File: config.mk
export PLATFORM = sky130hd
export DESIGN_NAME = mem_stage_ctrl
export DESIGN_NICKNAME = d
export VERILOG_FILES = /design/src/rtl/mem_stage_pkg.sv /design/src/rtl/mem_wb_reg.sv /design/src/rtl/mem_stage_ctrl.sv
export SDC_FILE = /design/constraint.sdc
export NUM_CORES = 1
export LEC_CHECK = 0
export CAP_MARGIN = 20
export CORE_AREA = 8 8 115 117
export DETAILED_ROUTE_END_ITERATION = 8
export DIE_AREA = 0 0 123 125
export DONT_BUFFER_PORTS = 1
export SLEW_MARGIN = 20
export SYNTH_ARGS = -nofsm -noshare
export SYNTH_HDL_FRONTEND = slang
export SYNTH_SLANG_ARGS = --single-unit
File: constraint.sdc
create_clock -name clk -period 1.7 [get_ports clk]
set_clock_uncertainty 0.1 [all_clocks]
set_input_delay 0.17 -clock clk [delete_from_list [all_inputs] [get_ports clk]]
set_output_delay 0.17 -clock clk [all_outputs]
set_load 0.03 [all_outputs]
File: src/rtl/mem_stage_pkg.sv
// mem_stage_pkg: shared types and constants for the MEM pipeline stage controller.
// Holds the FSM state enum, the default ACK_TIMEOUT, the WB control bit positions
// and the MEM/WB register payload struct.
package mem_stage_pkg;
   typedef enum logic [1:0] {IDLE, ACCESS, DONE} state_t;
   localparam int ACK_TIMEOUT_DEF = 16;
   localparam int WB_REG_WRITE = 1;
   localparam int WB_MEM_TO_REG = 0;
   typedef struct packed {
      logic [1:0]  wb;
      logic [31:0] read_data;
      logic [31:0] alu_result;
      logic [4:0]  mux_out;
   } mem_wb_t;
endpackage

File: src/rtl/mem_wb_reg.sv
// mem_wb_reg: MEM/WB pipeline register with load and bubble control.
// Ports: clk, rst_n (sync, active-low), load (capture in_d), bubble (clear, wins over load),
// in_d (next payload), out_q (registered payload).
module mem_wb_reg
   import mem_stage_pkg::*;
(
   input  logic    clk,
   input  logic    rst_n,
   input  logic    load,
   input  logic    bubble,
   input  mem_wb_t in_d,
   output mem_wb_t out_q
);
   mem_wb_t wb_d;
   always_comb wb_d = bubble ? '0 : load ? in_d : out_q;
   always_ff @(posedge clk)
      if (!rst_n) out_q <= '0;
      else out_q <= wb_d;
endmodule

File: src/rtl/mem_stage_ctrl.sv
// mem_stage_ctrl: MEM stage controller driving a handshaked data memory and the MEM/WB register.
// Ports: clk, startin_n (sync active-low reset); MEM_* EX/MEM fields in; dmem_* memory handshake;
// stall (freezes upstream regs), pc_src/pc_branch_target (branch redirect), mem_err (sticky);
// WB_* MEM/WB register outputs. Optional macro MEM_ALIGN_CHECK_EN rejects unaligned accesses.
module mem_stage_ctrl
   import mem_stage_pkg::*;
#(
   parameter int ACK_TIMEOUT = ACK_TIMEOUT_DEF
) (
   input  logic        clk,
   input  logic        startin_n,
   input  logic [1:0]  MEM_wb,
   input  logic        MEM_branch,
   input  logic        MEM_mem_read,
   input  logic        MEM_mem_write,
   input  logic [31:0] MEM_branch_target,
   input  logic        MEM_zero,
   input  logic [31:0] MEM_alu_result,
   input  logic [31:0] MEM_reg_data2,
   input  logic [4:0]  MEM_mux_out,
   output logic        dmem_req,
   output logic        dmem_we,
   output logic [31:0] dmem_addr,
   output logic [31:0] dmem_wdata,
   input  logic [31:0] dmem_rdata,
   input  logic        dmem_ack,
   output logic        stall,
   output logic        pc_src,
   output logic [31:0] pc_branch_target,
   output logic        mem_err,
   output logic [1:0]  WB_wb,
   output logic [31:0] WB_read_data,
   output logic [31:0] WB_alu_result,
   output logic [4:0]  WB_mux_out
);
   localparam int CW = $clog2(ACK_TIMEOUT + 1);
   state_t state_q, state_d;
   logic [CW-1:0] cnt_q, cnt_d;
   logic mem_err_q, mem_err_d;
   logic [31:0] rdata_q, rdata_d;
   logic access, illegal, misalign, stall_c, wb_load, wb_bubble, in_access;
   mem_wb_t wb_in, wb_out;
   assign illegal = MEM_mem_read & MEM_mem_write;
   assign access = MEM_mem_read ^ MEM_mem_write;
`ifdef MEM_ALIGN_CHECK_EN
   assign misalign = access & (MEM_alu_result[1:0] != 2'b00);
`else
   assign misalign = 1'b0;
`endif
   always_comb begin
      state_d = state_q;
      cnt_d = cnt_q;
      mem_err_d = mem_err_q;
      rdata_d = rdata_q;
      stall_c = 1'b0;
      wb_load = 1'b0;
      wb_bubble = 1'b0;
      case (state_q)
         IDLE:
            if (illegal || misalign) begin
               mem_err_d = 1'b1;
               wb_bubble = 1'b1;
            end else if (access) begin
               stall_c = 1'b1;
               wb_bubble = 1'b1;
               cnt_d = '0;
               state_d = ACCESS;
            end else wb_load = 1'b1;
         ACCESS: begin
            stall_c = 1'b1;
            wb_bubble = 1'b1;
            if (dmem_ack) begin
               rdata_d = MEM_mem_write ? 32'h0 : dmem_rdata;
               state_d = DONE;
            end else if (cnt_q == CW'(ACK_TIMEOUT - 1)) begin
               mem_err_d = 1'b1;
               rdata_d = 32'h0;
               state_d = DONE;
            end else cnt_d = cnt_q + 1'b1;
         end
         DONE: begin
            wb_load = 1'b1;
            cnt_d = '0;
            state_d = IDLE;
         end
         default: state_d = IDLE;
      endcase
   end
   always_ff @(posedge clk)
      if (!startin_n) begin
         state_q <= IDLE;
         cnt_q <= '0;
         mem_err_q <= 1'b0;
         rdata_q <= 32'h0;
      end else begin
         state_q <= state_d;
         cnt_q <= cnt_d;
         mem_err_q <= mem_err_d;
         rdata_q <= rdata_d;
      end
   // Request and its qualifiers come only from the state register, never from dmem_ack.
   assign in_access = (state_q == ACCESS);
   assign dmem_req = in_access;
   assign dmem_we = in_access & MEM_mem_write;
   assign dmem_addr = in_access ? MEM_alu_result : 32'h0;
   assign dmem_wdata = in_access ? MEM_reg_data2 : 32'h0;
   assign stall = startin_n & stall_c;
   assign pc_src = startin_n & MEM_branch & MEM_zero & ~stall;
   assign pc_branch_target = MEM_branch_target;
   assign mem_err = mem_err_q;
   // Read data is only meaningful on the DONE load; plain ALU ops write back zero.
   assign wb_in = '{wb: MEM_wb,
                    read_data: (state_q == DONE) ? rdata_q : 32'h0,
                    alu_result: MEM_alu_result,
                    mux_out: MEM_mux_out};
   mem_wb_reg u_mem_wb_reg (
      .clk(clk),
      .rst_n(startin_n),
      .load(wb_load),
      .bubble(wb_bubble),
      .in_d(wb_in),
      .out_q(wb_out)
   );
   assign WB_wb = wb_out.wb;
   assign WB_read_data = wb_out.read_data;
   assign WB_alu_result = wb_out.alu_result;
   assign WB_mux_out = wb_out.mux_out;
endmodule

==> flow_metrics.py <==
metrics = {
    "finish": {
        "syn_to_final_growth_pct": 24.5,
        "num-nets-final": 749,
        "fin_util": 0.514,
        "area_taken_by_flip_flops_and_latches_um2": 2230,
        "fillerInstances": 1056,
        "layout-drive-gt1-share": 0.186,
        "antenna_diode_instance_count": 0,
        "multi_input_area_um2": 2290,
    },
    "sta": {
        "maxClockFrequency_mhz": 595,
        "period_needed_ns": 1.68,
        "timing_worst_slew_pin_value_ns": 0.561,
        "final_critical_path_setup_slack_ns": 0.0199,
        "setup_viol": 0,
        "post-route-period-util": 0.988,
        "grt_setup_unrepaired": "yes",
        "slew_viol_final": 0,
        "hold_viol_final": 0,
        "max-slew-margin-rel": 0.626,
    },
    "worst_setup_path": {
        "worst_setup_path_startpoint": "state_q[1]",
        "worstPathArrival_ns": 1.41,
        "crit_path_max_fanout": 35,
        "regToRegStartpoint": "cnt_q[0]",
        "criticalPathCategory": "flop to primary output",
        "critical_path_required_ns": 1.43,
        "crit_path_end_kind": "primary output",
        "critPathLaunchType": "flop",
    },
    "die": {
        "vertical_die_dimension_um": 125,
        "floorplan_die_area_um2": 15400,
        "initial_standard_cell_utilization_of_the_core": 0.413,
        "pin_count": 314,
        "floorplan.rows": 40,
        "die_width_um": 123,
        "core_area_um2": 11600,
    },
    "synth": {
        "synth_most_common_cell": "nand2_1",
        "synthesis.area_um2": 4790,
        "synth.yosys.warnings": 0,
        "postSynthNetCount": 721,
        "async_set_reset_flop_share_out_of_synthesis": 0,
        "synth_cell_type_count": 34,
        "synth_top_area_frac": 0.464,
        "yosys-top-cells-area": "dfxtp_1 46%, nand2_1 9.0%, and2_1 8.4%",
        "synth_top_cell_by_area": "dfxtp_1",
        "synth-edff-count": 0,
        "avgSynthCellArea_um2": 8.33,
        "number_of_cells_produced_by_synthesis": 575,
        "synth-seq-cells": 111,
        "synth_common_cells": "115 x nand2_1, 111 x dfxtp_1, 73 x a21oi_1",
        "synth.yosys.seq_area_share": 0.464,
        "synth_flop_cell": "dfxtp_1",
    },
    "detailed_routing": {
        "finalWirelength_um": 15000,
        "via_count": 3963,
        "ant_nets": 0,
        "detail_route.drc_violations": 0,
        "wl_per_cell_um": 19.9,
        "drt_iter0_markers": 247,
        "avgViaCountPerCell": 5.26,
        "drt_first_pass_iters": 4,
    },
    "power_and_ir_drop": {
        "cellInternalPower_w": 0.00416,
        "power.leakage_nw": 2.12,
        "vdd_ir_drop_max_mv": 0.553,
        "switching_share": 0.269,
        "net-switching-power_w": 0.00153,
        "combPwrFrac": 0.167,
        "power.clock.fraction": 0.360,
        "power.density_nw_per_um2": 954,
        "p_seq_frac": 0.473,
    },
    "global_route": {
        "global_route.overflow_total": 0,
        "grt_first_pass_wirelength_um": 22400,
        "grt_start_max_net_pins": 71,
        "gr-usage-all-layers": 0.183,
        "grt_pass1_vias": 4128,
        "antenna_found_initial": 0,
    },
    "place": {
        "pre_cts_slack_ns": -0.0489,
        "portBuffers": 0,
        "routabilityCongestion": 0.794,
        "dp_hpwl_um": 9940,
    },
    "clocking": {
        "worst_setup_hold_path_clk_slew_ns": 0.07,
        "tritoncts": "yes",
        "post_cts.repair.setup_buffers": 0,
        "clk_latency_ns": 0.35,
        "numCtsBuffers": 9,
        "cell_at_the_root_of_the_clock_tree": "clkbuf_16",
        "clockBufferDepth": 2,
        "cts.sink_count": 111,
        "ctsHtreeMaxLevel": 3,
    },
    "status": {
        "status": "finished clean",
    },
    "flow_run": {
        "max-cap-violations": 0,
    },
    "worst_hold_path": {
        "hold_path.startpoint": "startin_n",
        "worstHoldPathType": "input port to flop",
    },
}
==> through the flow <==
stage | hold WS (ns) | std cells | instance area (um^2) | TNS [ns] | total power [W]
floorplan | 0.206 | 575 | 4800 | 0 | 0.00346
global placement | 0.193 | 666 | 4740 | 0 | 0.00344
detailed placement | 0.193 | 666 | 4740 | -0.134 | 0.00345
CTS | 0.0408 | 753 | 5860 | -0.135 | 0.00568
global route | 0.0581 | 754 | 5970 | -2.17 | 0.00591
finish | 0.0421 | 754 | 5970 | 0 | 0.00569
==> placed cells by master (no fill, tap or decap), types with 2 or more instances in the layout <==
cell	n
buf_12	6
and2_4	64
mux2i_1	33
clkinv_2	3
clkbuf_1	2
o21ai_0	32
clkbuf_16	10
o21a_1	2
ha_1	2
dfxtp_1	108
nand2_1	115
inv_1	3
nor2_1	36
a31oi_1	2
a21oi_1	73
buf_4	12
nor2b_1	2
dfxtp_2	3
dlygate4sd3_1	72
a211oi_1	2
nand2b_1	4
==> critical path, stage by stage (launching register included) <==
cell,delay [ns]
dfxtp_1,0.31
nand2b_1,0.16
clkinv_2,0.11
buf_12,0.20
and2_4,0.25
==> sequential cells by signal, indices dropped and copies added, names as in the netlist <==
| register | flops |
|---|---|
| u_mem_wb_reg.out_q | 71 |
| rdata_q | 32 |
| cnt_q | 5 |
| state_q | 2 |
| mem_err | 1 |
==> per-layer routing <==
layer,wire length (um),GRT usage,up-vias
li1,-,-,1884
met1,5470,0.192,1862
met2,7650,0.311,186
met3,1580,0.0788,31
met4,341,0.0801,0
met5,0,0,-
==> worst paths after layout <==
check | slack (ns) | end | cells past startpoint
max | 0.02 | dmem_wdata[24] | 4
min | 0.04 | rdata_q[31] | 2
max reg2reg | 0.05 | rdata_q[25] | 7
min reg2reg | 0.37 | rdata_q[29] | 2
==> layout make-up <==
cell class              count  share of cell area
clock inverters             4             0.00797
inverters                   5             0.00336
flip-flops and latches    111               0.373
well taps                 147              0.0308
repair buffers             92               0.162
multi-input cells         384               0.384
clock buffers              11              0.0390
==> power by group through the flow <==
stage / Clock [W] / Sequential [W] / Combinational (W)
detailed placement: 0 / 0.00275 / 0.000697
global placement: 0 / 0.00275 / 0.000688
global route: 0.00221 / 0.00270 / 0.00100
floorplan: 0 / 0.00275 / 0.000718
CTS: 0.00212 / 0.00269 / 0.000865
finish: 0.00205 / 0.00269 / 0.000948
==> timing repair <==
action / in CTS / in global routing
setup endpoints to repair: 74 / 75
cloned: 0 / 1
hold buffers: 72 / 0
endpoints found under the hold margin: 75 / 0
resized for setup: 72 / 67
pin swaps: 3 / 26
==> cell families after synthesis <==
logic type               share of synthesized area
AO/OA/AOI/OAI                                0.135
AND/OR/NAND/NOR                              0.218
buffers and inverters                        0.104
adder cells (fa/ha/maj)                     0.0104
flip-flops                                   0.464
multiplexers                                0.0689
Note: power is estimated with default switching activity, not from simulation.
